$ cat config.mk
export PLATFORM = sky130hd
export DESIGN_NAME = fetch_unit_flat
export DESIGN_NICKNAME = d
export VERILOG_FILES = /design/src/rtl/cpu_pkg.sv /design/src/rtl/fetch_unit_if.sv /design/src/rtl/fetch_unit.sv /design/src/flat_wrapper.sv
export SDC_FILE = /design/constraint.sdc
export NUM_CORES = 1
export LEC_CHECK = 0
export CORE_MARGIN = 5
export CORE_UTILIZATION = 44
export DETAILED_ROUTE_END_ITERATION = 12
export GPL_TIMING_DRIVEN = 0
export PLACE_DENSITY = 0.89
export SLEW_MARGIN = 20
export SYNTH_ARGS = -nofsm -noshare
export SYNTH_HDL_FRONTEND = slang
export SYNTH_SLANG_ARGS = --single-unit
$ cat constraint.sdc
create_clock -name clk -period 4.7 [get_ports clk]
set_clock_uncertainty 0.05 [all_clocks]
set_input_delay 0.94 -clock clk [delete_from_list [all_inputs] [get_ports clk]]
set_output_delay 0.94 -clock clk [all_outputs]
set_load 0.05 [all_outputs]
$ cat src/rtl/cpu_pkg.sv
// Shared CPU definitions: datapath widths, fetch FSM state encoding and
// the width of the optional fetch counter (FETCH_CNT_EN).
package cpu_pkg;

  localparam int ADDR_W      = 8;
  localparam int DATA_W      = 8;
  localparam int FETCH_CNT_W = 16;

  typedef enum logic [2:0] {
    IDLE = 3'd0,
    REQ  = 3'd1,
    RESP = 3'd2,
    HOLD = 3'd3,
    HALT = 3'd4
  } fetch_state_e;

endpackage

$ cat src/rtl/fetch_unit_if.sv
// Fetch-side bus: instruction-memory read port plus the fetch->decode handshake.
interface fetch_unit_if;
  import cpu_pkg::*;

  logic [ADDR_W-1:0] imem_addr;
  logic              imem_rd;
  logic [DATA_W-1:0] imem_data;
  logic [DATA_W-1:0] instr;
  logic [ADDR_W-1:0] instr_pc;
  logic              instr_valid;
  logic              instr_ready;

  // Handshake: a transfer happens on a posedge where instr_valid && instr_ready.
  // While instr_valid is high and no transfer happens, instr/instr_pc stay stable.
  modport master (
    output imem_addr, imem_rd, instr, instr_pc, instr_valid,
    input  imem_data, instr_ready
  );

  modport slave (
    input  imem_addr, imem_rd, instr, instr_pc, instr_valid,
    output imem_data, instr_ready
  );

endinterface

$ cat src/rtl/fetch_unit.sv
// Instruction fetch stage: PC, fetch FSM and instruction register.
// Optional FETCH_CNT_EN adds a saturating count of completed handshakes.
module fetch_unit
  import cpu_pkg::*;
(
  input  logic              clk,
  input  logic              reset,
  input  logic              run,
  input  logic [ADDR_W-1:0] last_add,
  input  logic              redirect,
  input  logic [ADDR_W-1:0] redirect_addr,
  fetch_unit_if.master      bus,
  output logic              halted,
  output fetch_state_e      dbg_state
`ifdef FETCH_CNT_EN
  ,output logic [FETCH_CNT_W-1:0] fetch_count
`endif
);

  fetch_state_e      state_q, state_d;
  logic [ADDR_W-1:0] pc_q, pc_d;
  logic [DATA_W-1:0] instr_q, instr_d;
  logic [ADDR_W-1:0] instr_pc_q, instr_pc_d;
  logic              valid_q, valid_d;
  logic              handshake;

  assign handshake = valid_q && bus.instr_ready;

  always_ff @(posedge clk) begin
    if (reset) begin
      state_q    <= IDLE;
      pc_q       <= '0;
      instr_q    <= '0;
      instr_pc_q <= '0;
      valid_q    <= 1'b0;
    end else begin
      state_q    <= state_d;
      pc_q       <= pc_d;
      instr_q    <= instr_d;
      instr_pc_q <= instr_pc_d;
      valid_q    <= valid_d;
    end
  end

  // run=0 outranks redirect; redirect outranks the normal transition.
  always_comb begin
    state_d    = state_q;
    pc_d       = pc_q;
    instr_d    = instr_q;
    instr_pc_d = instr_pc_q;
    valid_d    = valid_q;
    if (!run) begin
      state_d = IDLE;
      pc_d    = '0;
      valid_d = 1'b0;
    end else if (redirect && state_q != IDLE) begin
      state_d = REQ;
      pc_d    = redirect_addr;
      valid_d = 1'b0;
    end else begin
      case (state_q)
        IDLE: state_d = REQ;
        REQ:  state_d = RESP;
        RESP: begin
          instr_d    = bus.imem_data;
          instr_pc_d = pc_q;
          valid_d    = 1'b1;
          state_d    = HOLD;
        end
        HOLD: begin
          if (bus.instr_ready) begin
            valid_d = 1'b0;
            if (pc_q == last_add) begin
              state_d = HALT;
            end else begin
              pc_d    = pc_q + ADDR_W'(1);
              state_d = REQ;
            end
          end
        end
        HALT:    state_d = HALT;
        default: state_d = IDLE;
      endcase
    end
  end

  assign bus.imem_rd     = (state_q == REQ);
  assign bus.imem_addr   = pc_q;
  assign bus.instr       = instr_q;
  assign bus.instr_pc    = instr_pc_q;
  assign bus.instr_valid = valid_q;
  assign halted          = (state_q == HALT);
  assign dbg_state       = state_q;

`ifdef FETCH_CNT_EN
  logic [FETCH_CNT_W-1:0] count_q;

  // Only completed handshakes count; redirected fetches never raise valid.
  always_ff @(posedge clk) begin
    if (reset || !run) begin
      count_q <= '0;
    end else if (handshake && count_q != '1) begin
      count_q <= count_q + FETCH_CNT_W'(1);
    end
  end

  assign fetch_count = count_q;
`else
  logic unused_handshake;
  assign unused_handshake = handshake;
`endif

endmodule

$ cat src/flat_wrapper.sv
// flat-port wrapper written by rule: the top's interface ports become plain ports
module fetch_unit_flat import cpu_pkg::*;
  (clk, reset, run, last_add, redirect, redirect_addr, halted, dbg_state, bus_imem_addr, bus_imem_rd, bus_instr, bus_instr_pc, bus_instr_valid, bus_imem_data, bus_instr_ready);
  fetch_unit_if bus_i ();
  input  logic clk;
  input  logic reset;
  input  logic run;
  input  logic [ADDR_W-1:0] last_add;
  input  logic redirect;
  input  logic [ADDR_W-1:0] redirect_addr;
  output logic halted;
  output fetch_state_e dbg_state;
  output wire logic [$bits(bus_i.imem_addr)-1:0] bus_imem_addr;
  output wire logic [$bits(bus_i.imem_rd)-1:0] bus_imem_rd;
  output wire logic [$bits(bus_i.instr)-1:0] bus_instr;
  output wire logic [$bits(bus_i.instr_pc)-1:0] bus_instr_pc;
  output wire logic [$bits(bus_i.instr_valid)-1:0] bus_instr_valid;
  input wire logic [$bits(bus_i.imem_data)-1:0] bus_imem_data;
  input wire logic [$bits(bus_i.instr_ready)-1:0] bus_instr_ready;
  assign bus_imem_addr = bus_i.imem_addr;
  assign bus_imem_rd = bus_i.imem_rd;
  assign bus_instr = bus_i.instr;
  assign bus_instr_pc = bus_i.instr_pc;
  assign bus_instr_valid = bus_i.instr_valid;
  assign bus_i.imem_data = bus_imem_data;
  assign bus_i.instr_ready = bus_instr_ready;
  fetch_unit u_core (.clk(clk), .reset(reset), .run(run), .last_add(last_add), .redirect(redirect), .redirect_addr(redirect_addr), .bus(bus_i), .halted(halted), .dbg_state(dbg_state));
endmodule
==> flow_metrics.env, run 1 <==
export IMPL_cp_end_kind="output pin"
export IMPL_grt_pass1_wl_um=5220
export IMPL_ios=59
export IMPL_arrival_ns=2.03
export IMPL_reg2regPathDepth=7
export IMPL_dieArea_um2=4220
export IMPL_p_per_area_nw_per_um2=238
export IMPL_nets=237
export IMPL_synth_cells=145
export IMPL_slew_headroom=0.623
export IMPL_cts_tree="done"
export IMPL_endpoint="bus_imem_rd"
export IMPL_leakagePower_nw=0.804
export IMPL_syn2layout_area_growth_pct=50.0
export IMPL_synth_seq_cells=28
export IMPL_synth_area_top_cells="dfxtp_1 42%, mux2i_1 11%, nor2_1 6.5%"
export IMPL_synth_simple_gate_area_frac=0.204
export IMPL_viasPerCell=5.09
export IMPL_grt_max_degree=17
export IMPL_post_cts_resized=0
export IMPL_setup_tns_ns=0
export IMPL_worst_path_max_fanout=9
export IMPL_worstSetupPathType="flip-flop to output pin"
export IMPL_avgSynthCellArea_um2=9.17
export IMPL_post_cts_buffers=0
export IMPL_muxShareOfSynthArea=0.113
export IMPL_synth_most_common_cell="dfxtp_1"
export IMPL_die_h_um=65.0
export IMPL_place_gp_congestion=0.841
export IMPL_synth_edf_count=0
export IMPL_initial_utilization=0.447
export IMPL_die_x_um=65.0
export IMPL_grt_overflow=0
export IMPL_hpwl_um=2600
export IMPL_worst_skew_pair_late_latency_ns=0.33
export IMPL_critical_path_startpoint_type="flip-flop"
export IMPL_cts_buffers=3
export IMPL_r2r_end="u_core.bus.instr_pc[0]"
export IMPL_dr_pass1_iters=4
export IMPL_hold_violations=0
export IMPL_layout_drive_gt1_share=0.0631
export IMPL_setup_violations=0
export IMPL_status="finished clean"
export IMPL_min_path_type="flip-flop to flip-flop"
export IMPL_grt_use_total=0.155
export IMPL_antenna_cells=0
export IMPL_total_power_w=0.000474
export IMPL_detail_route_wl_per_cell_um=13.7
export IMPL_rsz0062_at_grt="no"
export IMPL_synth_ff_type="dfxtp_1"
export IMPL_synth_nets=175
export IMPL_post_synth_most_frequent_cells="28 x dfxtp_1, 23 x nor2_1, 15 x mux2i_1, 13 x nand2_1"
export IMPL_rr_startpoint="u_core.dbg_state[2]"
export IMPL_ys_seq_area_frac=0.421
export IMPL_portBuffers=57
export IMPL_antenna_left=0
export IMPL_peakVddDrop_uv=189
export IMPL_root_buffer="clkbuf_4"
export IMPL_ctsHtreeMaxLevel=1
export IMPL_finalCritPeriodShare=0.642
export IMPL_synth_fa_ha_area_frac=0.00941
export IMPL_drc=0
export IMPL_r2r_setup_slack_ns=2.93
export IMPL_fmax_mhz=331
export IMPL_synth_cell_types=30
export IMPL_grt_pass1_vias=1166
export IMPL_cts_sinks=28
export IMPL_core_um2=2980
export IMPL_worstMarginPinSlew_ns=0.563
export IMPL_clock_path_buffers=2
export IMPL_synth_top_area_cell="dfxtp_1"
export IMPL_synth_top_area_share=0.421
export IMPL_whs_ns=0.458
export IMPL_vias=1217
export IMPL_std_cell_rows=20
export IMPL_cts_hold_buf=0
export IMPL_cap_violations=0
export IMPL_post_route_min_period_ns=3.02
export IMPL_slew_viol_final=0
export IMPL_synth_compound_area_share=0.119
export IMPL_ys_warnings_count=0
export IMPL_clk_pin_slew_ns=0.15
export IMPL_synth_xor_area_share=0.104
export IMPL_post_synth_instance_area_um2=1330
export IMPL_synth_top_family_by_area="simple AND/OR/NAND/NOR gates"
export IMPL_routed_wl_um=3270
export IMPL_crit_path_start="u_core.dbg_state[0]"
export IMPL_timing_final_ws_setup_ns=1.68
export IMPL_critPathRequiredTime_ns=3.71
export IMPL_drt_iter0_drc=36
export IMPL_async_reset_ff_frac=0
export IMPL_dp_worst_setup_slack_ns=1.95
export IMPL_grt_antenna_before_repair=0
[sequential cells by signal (all words and copies together) (netlist names)]
signal and count:
u_core.bus.imem_addr 8, u_core.bus.instr_pc 8, u_core.bus.instr_valid 1, u_core.bus.instr 8
u_core.dbg_state 3
[layout make-up]
| type | count | area (µm²) |
|---|---|---|
| flip-flops and latches | 28 | 561 |
| plain buffers | 6 | 27.5 |
| multi-input cells | 108 | 731 |
| fillers | 251 | 983 |
| clock inverters | 1 | 30.0 |
| inverters | 3 | 11.3 |
| clock buffers | 3 | 22.5 |
| repair buffers | 57 | 571 |
| well taps | 33 | 41.3 |
[per-layer routing]
metal  wire length, µm  GRT usage
met5                 0          0
met4                27     0.0237
met3               239     0.0364
met2              1630      0.278
met1              1370      0.191
[worst min-delay path by stage]
stage / from / endpoint / cells after the start
after floorplan: u_core.bus.instr_pc[2] / u_core.bus.instr_pc[2] / 2
after global placement: u_core.bus.instr_pc[2] / u_core.bus.instr_pc[2] / 2
after detailed placement: u_core.bus.instr[0] / u_core.bus.instr[0] / 2
after CTS: u_core.bus.instr[0] / u_core.bus.instr[0] / 2
after global routing: u_core.bus.instr_pc[2] / u_core.bus.instr_pc[2] / 2
final: u_core.bus.instr[1] / u_core.bus.instr[1] / 2
[cell usage in the layout (no fill, tap or decap), drive strengths merged, types with 2 or more instances in the layout]
cell	n
nor3	2
nor4	3
o21ai	11
a211oi	3
mux2i	15
clkdlybuf4s50	57
a2111oi	2
inv	3
nand2	13
nand3	3
xor2	8
clkbuf	5
and2	3
dfxtp	28
xnor2	7
buf	4
nor2b	2
nor2	23
a21oi	4
[cells by family after synthesis]
logic type / after synthesis
buffers and inverters: 9
multiplexers: 15
AND/OR/NAND/NOR: 53
AO/OA/AOI/OAI: 24
adder cells (fa/ha/maj): 1
XOR/XNOR: 15
flip-flops: 28
[worst max-delay path: stages (launching register included)]
cell and delay (ns):
dfxtp_1 0.49, nor2b_1 0.26, and2_1 0.15, clkdlybuf4s50_1 0.79
[where the power goes]
group | internal, W | leakage (nW) | switching (W)
clock | 0.0000863 | 0.0279 | 0.0000701
combinational | 0.0000357 | 0.550 | 0.0000368
sequential | 0.000241 | 0.226 | 0.00000443
total | 0.000363 | 0.804 | 0.000111
[per-stage QoR]
stage,instance area (µm²),std cells,util
floorplan,1330,145,-
global placement,1940,235,0.652
detailed placement,1940,235,0.652
CTS,1990,239,0.670
global route,1990,239,0.670
finish,1990,239,0.670
(Power assumes the default switching activity.)
==> run 2: changes to the inputs <==
CORE_UTILIZATION = 37   (was 44)
PLACE_DENSITY = 0.8   (was 0.89)
clock period = 2.6 ns   (was 4.7 ns; I/O delays follow)
==> run 2 against run 1 <==
  * Count of clock-buffer cells in the layout unchanged
  * Cell count increased by 5.0%
  * Final area decreased by 0.56%
  * Power increased by 57%
  * Clock power increased by 10%
  * Critical path depth increased by 1
  * Setup slack got worse by 1.6 ns
  * First-iteration DRC count increased by 72%
  * Largest power group unchanged
==> flow_metrics.env, run 2 (synthesis results as in run 1) <==
export IMPL_clk_pin_slew_ns=0.14
export IMPL_critPathRequiredTime_ns=2.03
export IMPL_worstMarginPinSlew_ns=0.599
export IMPL_grt_overflow=0
export IMPL_cts_hold_buf=0
export IMPL_cts_tree="done"
export IMPL_ios=59
export IMPL_drt_iter0_drc=62
export IMPL_cpPeakStageDelay_ns=0.80
export IMPL_detail_route_wl_per_cell_um=12.8
export IMPL_initial_utilization=0.389
export IMPL_dp_worst_setup_slack_ns=0.303
export IMPL_dpl_cell_area_um2=1960
export IMPL_antenna_left=0
export IMPL_layout_drive_gt1_share=0.0585
export IMPL_grt_pass1_vias=1166
export IMPL_path_depth=4
export IMPL_post_route_min_period_ns=2.47
export IMPL_endpoint="halted"
export IMPL_dieArea_um2=4890
export IMPL_finalCritPeriodShare=0.949
export IMPL_min_path_type="flip-flop to flip-flop"
export IMPL_clock_path_buffers=2
export IMPL_place_gp_congestion=0.742
export IMPL_crit_path_start="u_core.dbg_state[1]"
export IMPL_status="finished clean"
export IMPL_core_um2=3420
export IMPL_viasPerCell=4.80
export IMPL_worst_skew_pair_late_latency_ns=0.31
export IMPL_setup_tns_ns=0
export IMPL_crit_chain="buf_2, nor2_1, and2_1, clkdlybuf4s50_1"
export IMPL_rsz0062_at_grt="no"
export IMPL_rr_startpoint="u_core.dbg_state[2]"
export IMPL_reg2regPathDepth=7
export IMPL_nets=237
export IMPL_cp_end_kind="output pin"
export IMPL_vias=1206
export IMPL_slew_headroom=0.599
export IMPL_grt_antenna_before_repair=0
export IMPL_final_common_cell="clkdlybuf4s50_1"
export IMPL_setup_violations=0
export IMPL_portBuffers=57
export IMPL_hold_violations=0
export IMPL_cts_buffers=3
export IMPL_grt_max_degree=15
export IMPL_cts_sinks=28
export IMPL_p_per_area_nw_per_um2=376
export IMPL_fmax_mhz=405
export IMPL_syn2layout_area_growth_pct=49.1
export IMPL_drc=0
export IMPL_die_x_um=70.0
export IMPL_critPathSlowestCell="clkdlybuf4s50_1"
export IMPL_peakVddDrop_uv=146
export IMPL_std_cell_rows=21
export IMPL_final_cell_mix="56 x clkdlybuf4s50_1, 28 x dfxtp_1, 23 x nor2_1, 15 x mux2i_1, 13 x nand2_1"
export IMPL_post_cts_buffers=0
export IMPL_root_buffer="clkbuf_4"
export IMPL_ctsHtreeMaxLevel=1
export IMPL_dr_pass1_iters=4
export IMPL_die_h_um=70.0
export IMPL_grt_use_total=0.129
export IMPL_total_power_w=0.000745
export IMPL_worst_path_max_fanout=10
export IMPL_leakagePower_nw=0.805
export IMPL_r2r_end="u_core.bus.instr[2]"
export IMPL_antenna_cells=0
export IMPL_r2r_setup_slack_ns=0.80
export IMPL_critical_path_startpoint_type="flip-flop"
export IMPL_critical_path_top_delay_family="buffers and inverters"
export IMPL_slew_viol_final=0
export IMPL_arrival_ns=1.90
export IMPL_grt_pass1_wl_um=5260
export IMPL_worst_path_buf_inv=2
export IMPL_worstSetupPathType="flip-flop to output pin"
export IMPL_routed_wl_um=3210
export IMPL_design_area_um2=1980
export IMPL_hpwl_um=2460
export IMPL_timing_final_ws_setup_ns=0.132
export IMPL_cap_violations=0
## run 2: worst min-delay path by stage
| stage | from | endpoint | slack, ns | cells past startpoint |
|---|---|---|---|---|
| 3_5_place_dp | u_core.bus.instr_pc[5] | u_core.bus.instr_pc[5] | 0.43 | 2 |
| 5_1_grt | u_core.bus.instr[4] | u_core.bus.instr[4] | 0.50 | 2 |
| 6_report | u_core.bus.instr[6] | u_core.bus.instr[6] | 0.46 | 2 |
| 2_1_floorplan | redirect_addr[0] | u_core.bus.imem_addr[0] | 0.58 | 2 |
| 3_3_place_gp | u_core.bus.instr_pc[5] | u_core.bus.instr_pc[5] | 0.42 | 2 |
| 4_1_cts | u_core.bus.instr_pc[5] | u_core.bus.instr_pc[5] | 0.47 | 2 |
## run 2: final cells by class
type	count	area, µm²
Fill cell	318	1430
Multi-Input combinational cell	108	731
Timing Repair Buffer	57	573
Sequential cell	28	561
Tap cell	46	57.6
Buffer	6	27.5
Clock buffer	3	22.5
Inverter	3	11.3
## run 2: power by group
group / total (W) / switching, W / leakage, nW / internal, W
Combinational: 0.000130 / 0.0000652 / 0.565 / 0.0000644
Clock: 0.000172 / 0.000118 / 0.0138 / 0.0000541
Sequential: 0.000443 / 0.00000822 / 0.226 / 0.000435
Total: 0.000745 / 0.000192 / 0.805 / 0.000553
## run 2: metal layers
| metal | track usage | routed length [µm] |
|---|---|---|
| met3 | 0.0330 | 238 |
| met4 | 0.0319 | 35 |
| met5 | 0 | 0 |
| met2 | 0.216 | 1430 |
| met1 | 0.164 | 1510 |
## run 2: metrics by stage
| step | util | cells | hold slack [ns] |
|---|---|---|---|
| 2_1_floorplan | - | 145 | 0.579 |
| 3_3_place_gp | 0.573 | 248 | 0.416 |
| 3_5_place_dp | 0.573 | 248 | 0.432 |
| 4_1_cts | 0.580 | 251 | 0.467 |
| 5_1_grt | 0.581 | 251 | 0.498 |
| 6_report | 0.581 | 251 | 0.461 |
## run 2: timing repair
| item | in CTS | in global routing |
|---|---|---|
| gates resized for setup | 0 | 1 |
| endpoints found under the hold margin | 0 | 0 |
| setup endpoints to repair | 0 | 1 |
## run 2: worst register-to-register path, delay by kind of cell (launching register included)
kind	cells	cell delay [ns]
buf+inv	3	0.80
flops	1	0.36
mux	1	0.25
simple gates	3	0.24
==> run 3: changes to the inputs <==
CORE_UTILIZATION = 44   (was 37)
PLACE_DENSITY = 0.89   (was 0.8)
clock period = 2.9 ns   (was 2.6 ns; I/O delays follow)
==> results of run 3 <==
Same layout as run 1 (identical final DEF). Status: finished clean.
Main changes from that run: setup slack after placement 1.95 ns -> 0.514 ns; setup slack after layout 1.68 ns -> 0.243 ns; register-to-register setup slack 2.93 ns -> 1.13 ns; total power 0.000474 W -> 0.000768 W; worst IR drop on VDD 189 µV -> 306 µV
